$ cat src/rtl/address_generate_pipeline.sv
// Two-stage x86 address generator: stage 1 forms the effective address, stage 2 forms the
// linear address and checks the segment limit. Valid/ready handshake with a tag per request.
module address_generate_pipeline #(
  parameter int ADDRESS_WIDTH = 32,
  parameter int TAG_WIDTH     = 4,
  parameter bit A20_WRAP      = 1'b1
) (
  input  logic                     clock,
  input  logic                     reset,
  input  logic                     in_valid,
  output logic                     in_ready,
  input  logic [TAG_WIDTH-1:0]     in_tag,
  input  logic                     mode_protected,
  input  logic                     address_size_32,
  input  logic                     base_enable,
  input  logic [ADDRESS_WIDTH-1:0] base,
  input  logic                     index_enable,
  input  logic [ADDRESS_WIDTH-1:0] index,
  input  logic [1:0]               scale,
  input  logic [ADDRESS_WIDTH-1:0] displacement,
  input  logic [15:0]              segment_selector,
  input  logic [ADDRESS_WIDTH-1:0] segment_base,
  input  logic [ADDRESS_WIDTH-1:0] segment_limit,
  input  logic [1:0]               access_size,
  output logic                     out_valid,
  input  logic                     out_ready,
  output logic [TAG_WIDTH-1:0]     out_tag,
  output logic [ADDRESS_WIDTH-1:0] effective_address,
  output logic [ADDRESS_WIDTH-1:0] linear_address,
  output logic                     limit_fault
);

  localparam int AW = ADDRESS_WIDTH;
  localparam logic [AW-1:0] A20_MASK   = {{(AW-20){1'b0}}, {20{1'b1}}};
  localparam logic [AW:0]   REAL_LIMIT = {{(AW-15){1'b0}}, {16{1'b1}}};

  logic                 s2_advance, s1_advance, accept;
  logic [AW-1:0]        ea_raw, ea_in;
  logic [AW:0]          end_offset;
  logic [AW-1:0]        real_linear, prot_linear;
  logic                 fault_calc;

  logic                 s1_valid_d, s1_valid_q;
  logic [TAG_WIDTH-1:0] s1_tag_d, s1_tag_q;
  logic [AW-1:0]        s1_ea_d, s1_ea_q;
  logic                 s1_prot_d, s1_prot_q;
  logic [15:0]          s1_sel_d, s1_sel_q;
  logic [AW-1:0]        s1_seg_base_d, s1_seg_base_q;
  logic [AW-1:0]        s1_seg_limit_d, s1_seg_limit_q;
  logic [1:0]           s1_size_d, s1_size_q;

  logic                 out_valid_d, out_valid_q;
  logic [TAG_WIDTH-1:0] out_tag_d, out_tag_q;
  logic [AW-1:0]        out_ea_d, out_ea_q;
  logic [AW-1:0]        out_lin_d, out_lin_q;
  logic                 out_fault_d, out_fault_q;

  // Stage 1: handshake and effective address
  always_comb begin
    s2_advance = !out_valid_q || out_ready;
    s1_advance = s1_valid_q && s2_advance;
    in_ready   = !s1_valid_q || s1_advance;
    accept     = in_valid && in_ready;

    ea_raw = (base_enable ? base : '0)
           + ((index_enable ? index : '0) << scale)
           + displacement;
    ea_in  = address_size_32 ? ea_raw : {{(AW-16){1'b0}}, ea_raw[15:0]};

    s1_valid_d     = s1_valid_q;
    s1_tag_d       = s1_tag_q;
    s1_ea_d        = s1_ea_q;
    s1_prot_d      = s1_prot_q;
    s1_sel_d       = s1_sel_q;
    s1_seg_base_d  = s1_seg_base_q;
    s1_seg_limit_d = s1_seg_limit_q;
    s1_size_d      = s1_size_q;
    if (in_ready) s1_valid_d = in_valid;
    if (accept) begin
      s1_tag_d       = in_tag;
      s1_ea_d        = ea_in;
      s1_prot_d      = mode_protected;
      s1_sel_d       = segment_selector;
      s1_seg_base_d  = segment_base;
      s1_seg_limit_d = segment_limit;
      s1_size_d      = access_size;
    end
  end

  // Stage 2: linear address and limit check; the extra bit keeps EA + size from wrapping
  always_comb begin
    end_offset  = {1'b0, s1_ea_q} + {{(AW-1){1'b0}}, s1_size_q};
    real_linear = AW'({segment_selector_q_ext(s1_sel_q)}) + {{(AW-16){1'b0}}, s1_ea_q[15:0]};
    if (A20_WRAP) real_linear = real_linear & A20_MASK;
    prot_linear = s1_seg_base_q + s1_ea_q;
    fault_calc  = s1_prot_q ? (end_offset > {1'b0, s1_seg_limit_q})
                            : (end_offset > REAL_LIMIT);

    out_valid_d = out_valid_q;
    out_tag_d   = out_tag_q;
    out_ea_d    = out_ea_q;
    out_lin_d   = out_lin_q;
    out_fault_d = out_fault_q;
    if (s2_advance) out_valid_d = s1_valid_q;
    if (s1_advance) begin
      out_tag_d   = s1_tag_q;
      out_ea_d    = s1_ea_q;
      out_lin_d   = s1_prot_q ? prot_linear : real_linear;
      out_fault_d = fault_calc;
    end
  end

  function automatic logic [19:0] segment_selector_q_ext(input logic [15:0] sel);
    return {sel, 4'h0};
  endfunction

  always_ff @(posedge clock) begin
    if (reset) begin
      s1_valid_q  <= 1'b0;
      out_valid_q <= 1'b0;
      out_tag_q   <= '0;
      out_ea_q    <= '0;
      out_lin_q   <= '0;
      out_fault_q <= 1'b0;
    end else begin
      s1_valid_q  <= s1_valid_d;
      out_valid_q <= out_valid_d;
      out_tag_q   <= out_tag_d;
      out_ea_q    <= out_ea_d;
      out_lin_q   <= out_lin_d;
      out_fault_q <= out_fault_d;
    end
  end

  // Stage-1 payload is qualified by s1_valid_q, so it needs no reset
  always_ff @(posedge clock) begin
    s1_tag_q       <= s1_tag_d;
    s1_ea_q        <= s1_ea_d;
    s1_prot_q      <= s1_prot_d;
    s1_sel_q       <= s1_sel_d;
    s1_seg_base_q  <= s1_seg_base_d;
    s1_seg_limit_q <= s1_seg_limit_d;
    s1_size_q      <= s1_size_d;
  end

  assign out_valid         = out_valid_q;
  assign out_tag           = out_tag_q;
  assign effective_address = out_ea_q;
  assign linear_address    = out_lin_q;
  assign limit_fault       = out_fault_q;

endmodule

$ cat config.mk
export PLATFORM = sky130hd
export DESIGN_NAME = address_generate_pipeline
export DESIGN_NICKNAME = d
export VERILOG_FILES = /design/src/rtl/address_generate_pipeline.sv
export SDC_FILE = /design/constraint.sdc
export NUM_CORES = 1
export LEC_CHECK = 0
export BUFFER_PORTS_ARGS = -buffer_cell sky130_fd_sc_hd__buf_2
export CORE_UTILIZATION = 60
export DETAILED_ROUTE_END_ITERATION = 8
export PLACE_DENSITY = 0.86
export SLEW_MARGIN = 20
export SYNTH_ARGS = -nofsm -noshare
export SYNTH_HDL_FRONTEND = slang
export SYNTH_SLANG_ARGS = --single-unit
$ cat constraint.sdc
create_clock -name clock -period 9.2 [get_ports clock]
set_clock_uncertainty 0.2 [all_clocks]
set_input_delay 0.92 -clock clock [delete_from_list [all_inputs] [get_ports clock]]
set_output_delay 0.92 -clock clock [all_outputs]
set_load 0.01 [all_outputs]
Word level (Yosys, flattened, before mapping):

Cells that the tools add are included.

* add/sub/neg operators: 5
* magnitude comparators: 2
* shifts and indexed selects: 1
* multiplexer cells: 4
* reductions and logical operators: 6

Operator list (count)
* adder 32 bit: 3
* 2-to-1 mux 32 bit: 3
* adder 32 x 2 -> 33 bit: 1
* > comparator 33 x 16 -> 1 bit (second input constant): 1
* > comparator 33 x 32 -> 1 bit: 1
* << shifter 32 x 2 -> 32 bit: 1
* adder 20 x 16 -> 20 bit: 1
* logical AND 1 bit: 2
* zero test 1 bit: 2
* logical OR 1 bit: 2
* 2-to-1 mux 1 bit: 1

* register bits: 190
* input port bits: 192
* output and inout port bits: 71
* word-level logic and storage cells: 32

Longest topological paths before layout:

Gate-level depths: netlist of the first run.

* word-level depth: 5
* depth in mapped cells: 18
* depth with buffers taken out: 17

Least setup slack after synthesis of the first run:

OpenSTA, ideal clock, no wires.

* path type: input to register
* start point: in scale[0]
* end point: reg s1_ea_q[20] (data pin)
* arrival time: 4.875 ns
* data required time: 8.734 ns
* path slack: 3.859 ns
* cell stages on the path: 15
* cell sequence: clkbuf_1 buf_1 mux4_2 and2_1 fa_1 ha_1 a21o_1 a221o_1 a22oi_2 a211oi_1 o31ai_1 a21oi_1 a31oi_1 xor2_1 nor2_1

* word-level cells in the longest chain between the ends: 3

Ends and longest elaborated chain
* start, declared: RTL line 19 `input logic [1:0] scale,`
* << shifter 32 x 2 -> 32 bit: RTL line 66 `+ ((index_enable ? index : '0) << scale)`
* adder 32 bit: RTL line 66
* adder 32 bit: RTL line 67 `+ displacement;`
* end signal, assigned: RTL line 138 `s1_ea_q <= s1_ea_d;`
* end, declared: RTL line 45 `logic [AW-1:0] s1_ea_d, s1_ea_q;`

No other way between the ends.
A chain may end at the register's enable or synchronous reset.

Worst setup path in the final report of the first run:

Ends and elaborated chain as after synthesis.

==> results of run 1 <==
-- per-stage QoR --
step | hold slack (ns) | instance area [µm²] | power (mW)
6_report | 0.249 | 15400 | 2.87
5_1_grt | 0.266 | 15400 | 3.03
4_1_cts | 0.249 | 15400 | 2.86
3_3_place_gp | 0.238 | 14800 | 2.08
2_1_floorplan | 0.270 | 13300 | 1.84
3_5_place_dp | 0.239 | 14800 | 2.12
-- worst paths after layout --
check	startpoint	to	slack [ns]	cells after the start
min	linear_address[31]	linear_address[31]	0.25	2
max	scale[0]	s1_ea_q[20]	4.02	14
max reg2reg	s1_ea_q[1]	limit_fault	4.67	17
min reg2reg	linear_address[31]	linear_address[31]	0.25	2
-- tightest hold or removal path, delay by kind of cell, from the launching register on --
family	cells	cell delay [ns]
AO/OA/AOI/OAI	1	0.05
AND/OR/NAND/NOR	1	0.05
flip-flops	1	0.31
-- layout make-up --
class,count,area share
Inverter,110,0.0268
Tap cell,280,0.0227
Multi-Input combinational cell,1010,0.499
Antenna cell,3,0.000487
Sequential cell,190,0.324
Clock buffer,18,0.0292
Timing Repair Buffer,268,0.0881
Clock inverter,14,0.00934
-- cells by family after synthesis --
| group | share of synthesized area |
|---|---|
| simple gates | 0.154 |
| compound gates | 0.152 |
| flops | 0.376 |
| buf+inv | 0.0464 |
| fa+ha+maj | 0.153 |
| xor+xnor | 0.0633 |
| mux | 0.0550 |
-- where the power goes --
part | internal (mW) | total [mW] | switching, mW | leakage, nW
combinational | 0.453 | 1.02 | 0.569 | 4.89
sequential | 1.00 | 1.10 | 0.102 | 1.75
clock | 0.400 | 0.746 | 0.346 | 0.296
-- per-layer routing --
metal  GRT usage  up-vias  wire length, µm
li1            -     5323                -
met1       0.382     5209            13700
met2       0.503      494            15900
met3      0.0425       67             2440
met4       0.117        0              963
met5           0        -                0
-- cells in the mapped netlist (9+ instances only) --
library cell,instances,share of area
nand2_1,181,0.051
edfxtp_1,119,0.27
inv_1,110,0.031
a21oi_1,109,0.041
ha_1,107,0.10
nor2_1,76,0.021
dfxtp_1,71,0.11
xnor2_1,63,0.042
clkbuf_1,37,0.010
o21ai_0,37,0.014
fa_1,35,0.053
a21o_1,33,0.019
xor2_1,33,0.022
and2_1,30,0.014
nand3_1,28,0.011
mux4_2,27,0.046
nor3_1,26,0.0098
a211oi_1,25,0.014
o21a_1,17,0.0096
nor2b_1,14,0.0066
nand4_1,13,0.0061
nand2b_1,11,0.0052
and4_1,10,0.0066
mux2i_1,10,0.0075
o211ai_1,10,0.0057
buf_1,9,0.0025
-- sequential cells by signal (all words and copies together) (netlist names) --
name and count:
s1_sel_q 16, limit_fault 1, out_valid 1, out_tag 4, s1_seg_base_q 32, effective_address 32
s1_prot_q 1, s1_tag_q 4, s1_size_q 2, linear_address 32, s1_valid_q 1, s1_ea_q 32
s1_seg_limit_q 32
==> run_results.csv, run 1 <==
group,metric,value,unit
worst_hold_path,min_path_type,"reg2reg",
layout,fin_nets,1931,
layout,drive_gt1_frac,0.220,
layout,multi_input_area,7690,µm²
worst_setup_path,cp_max_fo,33,
placement,gp_congestion,0.930,
yosys,async_reset_ff_frac,0,
detailed_routing,drc,0,
yosys,syn-num-nets,1695,
yosys,netlist_instances,1361,
timing,final_hold_viol_count,0,
grt,antenna_found_initial,2,
yosys,synth_edf_count,119,
clock_network,cts_hold_buf,0,
worst_setup_path,end_kind,"register",
clock_network,cts_htree_levels,4,
yosys,ys_seq_area_frac,0.376,
pwr,p_leak,6.94,nW
layout,num-fill-cells,1645,
timing,final.setup.worst_slack,4.02,ns
worst_setup_path,path_buf_inv,1,
clock_network,cts.sinks,190,
clock_network,ctsResizeCount,0,
clock_network,numCtsBuffers,17,
clock_network,cts_tree,"built",
timing,worst_pin_slew,1.05,ns
placement,port_buffers,262,
outcome,outcome,"finished clean",
yosys,postSynthAreaPerCell,9.76,µm²
floorplanning,die_h,151,µm
timing,grt_setup_unrepaired,"false",
yosys,yosys_warnings,0,
flow_run,cap_violations,0,
timing,slew_headroom,0.301,
layout,mostFrequentLayoutCell,"buf_2",
worst_setup_path,worst_ep_required_time,9.19,ns
yosys,synthFlopType,"edfxtp_1",
floorplanning,io_pins,263,
grt,overflow,0,
layout,area_growth,15.9,%
worst_setup_path,cpMaxStageDelayCell,"buf_2",
clock_network,post_cts_buffers,0,
floorplanning,rows,54,
detailed_routing,wl_per_cell,17.4,µm
floorplanning,initial_core_util,0.611,
floorplanning,dieArea,22700,µm²
timing,max_freq,193,MHz
pwr,powerDensity,186,nW/µm²
clock_network,clock_latency,0.45,ns
grt,grtUsageTotal,0.297,
grt,grt_pass1_wl,52000,µm
yosys,synth_cell_types,82,
clock_network,path_clk_slew,0.08,ns
layout,final_cell_mix,"buf_2, nand2_1, edfxtp_1, inv_1, a21oi_1",
worst_setup_path,path_cells,"buf_2, mux4_2, and2_1, fa_1, ha_1, a21o_1, a221o_1, a22oi_2, a211oi_1, o31ai_1, a21oi_1, a31oi_1, xor2_1, nor2_1",
detailed_routing,via_count,11093,
worst_setup_path,critPathKind,"in2reg",
layout,seqCellArea,4990,µm²
worst_setup_path,cpPeakStageDelay,0.68,ns
detailed_routing,drtIter0Drc,685,
grt,first_global_vias,10632,
worst_setup_path,critPathArrivalTime,5.17,ns
worst_setup_path,crit_family,"compound AO/OA/AOI/OAI gates",
layout,utilization,0.708,
timing,period_share,0.563,
timing,slew_viol_final,0,
timing,setup_viol,0,
clock_network,cts_root_buf,"clkbuf_16",
timing,fin_setup_tns,0,ns
grt,grt_max_degree,82,
pwr,peakVddDrop,0.157,mV
detailed_routing,viasPerCell,5.86,
yosys,synth_seq_cells,190,
yosys,netlist_area,13300,µm²
layout,stdcell_count,1893,
floorplanning,core_area,21800,µm²
placement,placed_cells,1858,
worst_setup_path,startpoint_type,"input port",
floorplanning,die_w,151,µm
clock_network,cts_buffer_depth,2,
detailed_routing,dr.pass1.iters,5,
detailed_routing,postRouteAntennaNets,0,
placement,dp_worst_setup_slack,3.56,ns
detailed_routing,routed_wirelength,33000,µm
timing,final.min_clock_period,5.18,ns
placement,dp_hpwl,25800,µm
Note: power is estimated with default switching activity, not from simulation.
==> inputs of run 2 (changes only) <==
--- a/config.mk
+++ b/config.mk
@@ -5,10 +5,11 @@
 export SDC_FILE = /design/constraint.sdc
 export NUM_CORES = 1
 export LEC_CHECK = 0
+export ABC_AREA = 1
 export BUFFER_PORTS_ARGS = -buffer_cell sky130_fd_sc_hd__buf_2
-export CORE_UTILIZATION = 60
+export CORE_UTILIZATION = 52
 export DETAILED_ROUTE_END_ITERATION = 8
-export PLACE_DENSITY = 0.86
+export PLACE_DENSITY = 0.78
 export SLEW_MARGIN = 20
 export SYNTH_ARGS = -nofsm -noshare
 export SYNTH_HDL_FRONTEND = slang
==> constraint.sdc (replaced) <==
create_clock -name clock -period 4.3 [get_ports clock]
set_clock_uncertainty 0.2 [all_clocks]
set_input_delay 0.43 -clock clock [delete_from_list [all_inputs] [get_ports clock]]
set_output_delay 0.43 -clock clock [all_outputs]
set_load 0.01 [all_outputs]
==> run 2 against run 1 <==
Compared with the run above: first-iteration DRC count is 120% higher; synthesized cell count up 41%; synthesized area is 7.0% higher; count of clock-buffer cells in the layout rose by 2; register-to-register slack worse by 4.2 ns; critical path depth grew 3; sequential power grew 120%; final cell count up 38%; sequential share of layout area is 3.7 points lower; utilization fell by 6.0 points; worst hold slack lost 0.23 ns.
==> run_results.csv, run 2 <==
group,metric,value,unit
yosys,synth_seq_cells,190,
grt,grtUsageTotal,0.336,
pwr,total_power,6.77,mW
yosys,synth_largest_area_cell,"edfxtp_1",
grt,use_met1,0.415,
grt,first_global_vias,13866,
timing,slew_headroom,0.374,
timing,fin_setup_tns,0,ns
layout,fin_nets,2585,
yosys,postSynthAreaPerCell,7.43,µm²
yosys,synthDominantCellAreaShare,0.251,
placement,gp_congestion,0.968,
yosys,async_reset_ff_frac,0,
yosys,netlist_area,14200,µm²
timing,max_freq,262,MHz
clock_network,cts_tree,"built",
layout,multi_input_area,8040,µm²
yosys,synth_common_cells,"nand2_1, inv_1, nor2_1, a21oi_1, o21ai_0",
worst_setup_path,critPathKind,"reg2reg",
pwr,powerDensity,389,nW/µm²
worst_setup_path,critPathArrivalTime,3.95,ns
timing,setup_viol,0,
floorplanning,core_area,26900,µm²
placement,dp_hpwl,36400,µm
floorplanning,initial_core_util,0.529,
outcome,outcome,"finished clean",
worst_setup_path,worst_ep_required_time,4.43,ns
yosys,synth_area_leaders,"edfxtp_1, nand2_1, dfxtp_1, ha_1, inv_1",
worst_setup_path,end_kind,"register",
floorplanning,rows,60,
floorplanning,io_pins,263,
grt,met3_usage,0.0515,
clock_network,cts.sinks,190,
timing,worst_pin_slew,0.938,ns
grt,antenna_found_initial,1,
clock_network,clock_latency,0.45,ns
yosys,syn-num-nets,2247,
clock_network,cts_buffer_depth,2,
grt,met2_usage,0.597,
placement,port_buffers,262,
detailed_routing,drtIter0Drc,1495,
clock_network,cts_root_buf,"clkbuf_16",
grt,overflow,0,
yosys,yosysMostFrequentCell,"nand2_1",
layout,utilization,0.648,
grt,grt_max_degree,65,
clock_network,path_clk_slew,0.08,ns
layout,seqCellArea,4990,µm²
floorplanning,dieArea,28000,µm²
clock_network,numCtsBuffers,17,
detailed_routing,postRouteAntennaNets,0,
detailed_routing,viasPerCell,5.54,
grt,grt_busiest_layer,"met2",
layout,num-fill-cells,2346,
detailed_routing,dr.pass1.iters,6,
floorplanning,die_h,167,µm
timing,slew_viol_final,0,
floorplanning,die_w,167,µm
timing,period_share,0.888,
timing,grt_setup_unrepaired,"false",
worst_setup_path,cp_max_fo,6,
detailed_routing,drc,0,
yosys,ys_seq_area_frac,0.351,
layout,area_growth,22.5,%
layout,final_cell_mix,"nand2_1, buf_2, inv_1, nor2_1, a21oi_1",
yosys,synth_edf_count,119,
clock_network,cts_htree_levels,4,
pwr,peakVddDrop,0.251,mV
flow_run,cap_violations,0,
yosys,synthFlopType,"edfxtp_1",
layout,mostFrequentLayoutCell,"nand2_1",
detailed_routing,wl_per_cell,18.2,µm
yosys,synth_cell_types,42,
timing,final_hold_viol_count,0,
yosys,netlist_instances,1913,
layout,drive_gt1_frac,0.147,
placement,placed_cells,2488,
worst_setup_path,startpoint_type,"register",
detailed_routing,routed_wirelength,47400,µm
grt,grt_pass1_wl,73200,µm
detailed_routing,via_count,14434,
yosys,yosys_warnings,0,
layout,stdcell_count,2606,
pwr,p_leak,8.53,nW
timing,final.min_clock_period,3.82,ns
worst_hold_path,min_path_type,"in2reg",
run 2: cell types whose count changed after synthesis, sizes merged, moves of 13 or more:
cell / before / now
nand2: 181 / 449
nor2: 76 / 230
inv: 110 / 263
o21ai: 44 / 157
a21oi: 111 / 175
nand3: 28 / 83
xnor2: 63 / 15
and2: 31 / 0
mux4: 27 / 0
a211oi: 26 / 3
a21o: 33 / 11
a31oi: 5 / 27
nor2b: 14 / 0
nor3: 28 / 15
run 2: path summary, 6_finish.rpt:
check / slack, ns / end / cells past startpoint / startpoint
hold reg to reg: 0.27 / linear_address[22] / 2 / linear_address[22]
hold / removal: 0.02 / s1_seg_base_q[2] / 1 / segment_base[2]
setup reg to reg: 0.48 / limit_fault / 17 / s1_ea_q[0]
setup / recovery: 0.48 / limit_fault / 17 / s1_ea_q[0]
run 2: critical path: stages, from the launching register on:
cell	delay (ns)
edfxtp_1	0.52
ha_1	0.29
fa_1	0.36
nand2_1	0.14
nor2_4	0.19
inv_1	0.07
nor2_2	0.23
nand3_1	0.11
nand2_1	0.11
inv_1	0.06
ha_1	0.29
nand2_1	0.12
nor4_1	0.49
nand2_1	0.10
nor2_1	0.11
a21oi_1	0.08
a21oi_1	0.16
a21oi_1	0.07
run 2: layout make-up:
cell class                      count  area share
Inverter                          264      0.0571
Tap cell                          341      0.0245
Clock buffer                       20      0.0275
Antenna cell                        1    0.000144
Multi-Input combinational cell   1413       0.462
Clock inverter                     12     0.00791
Sequential cell                   190       0.287
Timing Repair Buffer              365       0.134
run 2: per-stage QoR:
stage,hold slack (ns),worst slack [ns],cell area (µm²)
final,0.0192,0.480,17400
after global routing,0.00629,0.353,17400
after CTS,0.00613,0.632,17400
after detailed placement,0.255,0.309,15900
after global placement,0.255,0.321,15900
after floorplan,0.269,0.552,14200
run 2: what timing repair did:
| action | CTS | global route |
|---|---|---|
| hold buffers | 85 | 0 |
| hold endpoints to repair | 85 | 0 |
| resized for setup | 0 | 0 |
| setup buffers | 0 | 0 |
run 2: kinds of logic after synthesis:
logic type | Yosys count | share of synthesized area
multiplexers | 10 | 0.00704
XOR/XNOR | 38 | 0.0234
flip-flops | 190 | 0.351
adder cells (fa/ha/maj) | 142 | 0.143
AO/OA/AOI/OAI | 412 | 0.158
AND/OR/NAND/NOR | 811 | 0.234
buffers and inverters | 310 | 0.0828
run 2: per-layer routing:
metal / vias up / share of wire
li1: 7026 / -
met1: 6635 / 0.41
met2: 684 / 0.49
met3: 89 / 0.079
met4: 0 / 0.025
met5: - / 0
run 2: report_power, final:
part           internal (mW)  switching (mW)  total [mW]
combinational          0.979            1.72        2.69
sequential              2.15           0.269        2.42
clock                  0.846           0.816        1.66
total                   3.97            2.80        6.77
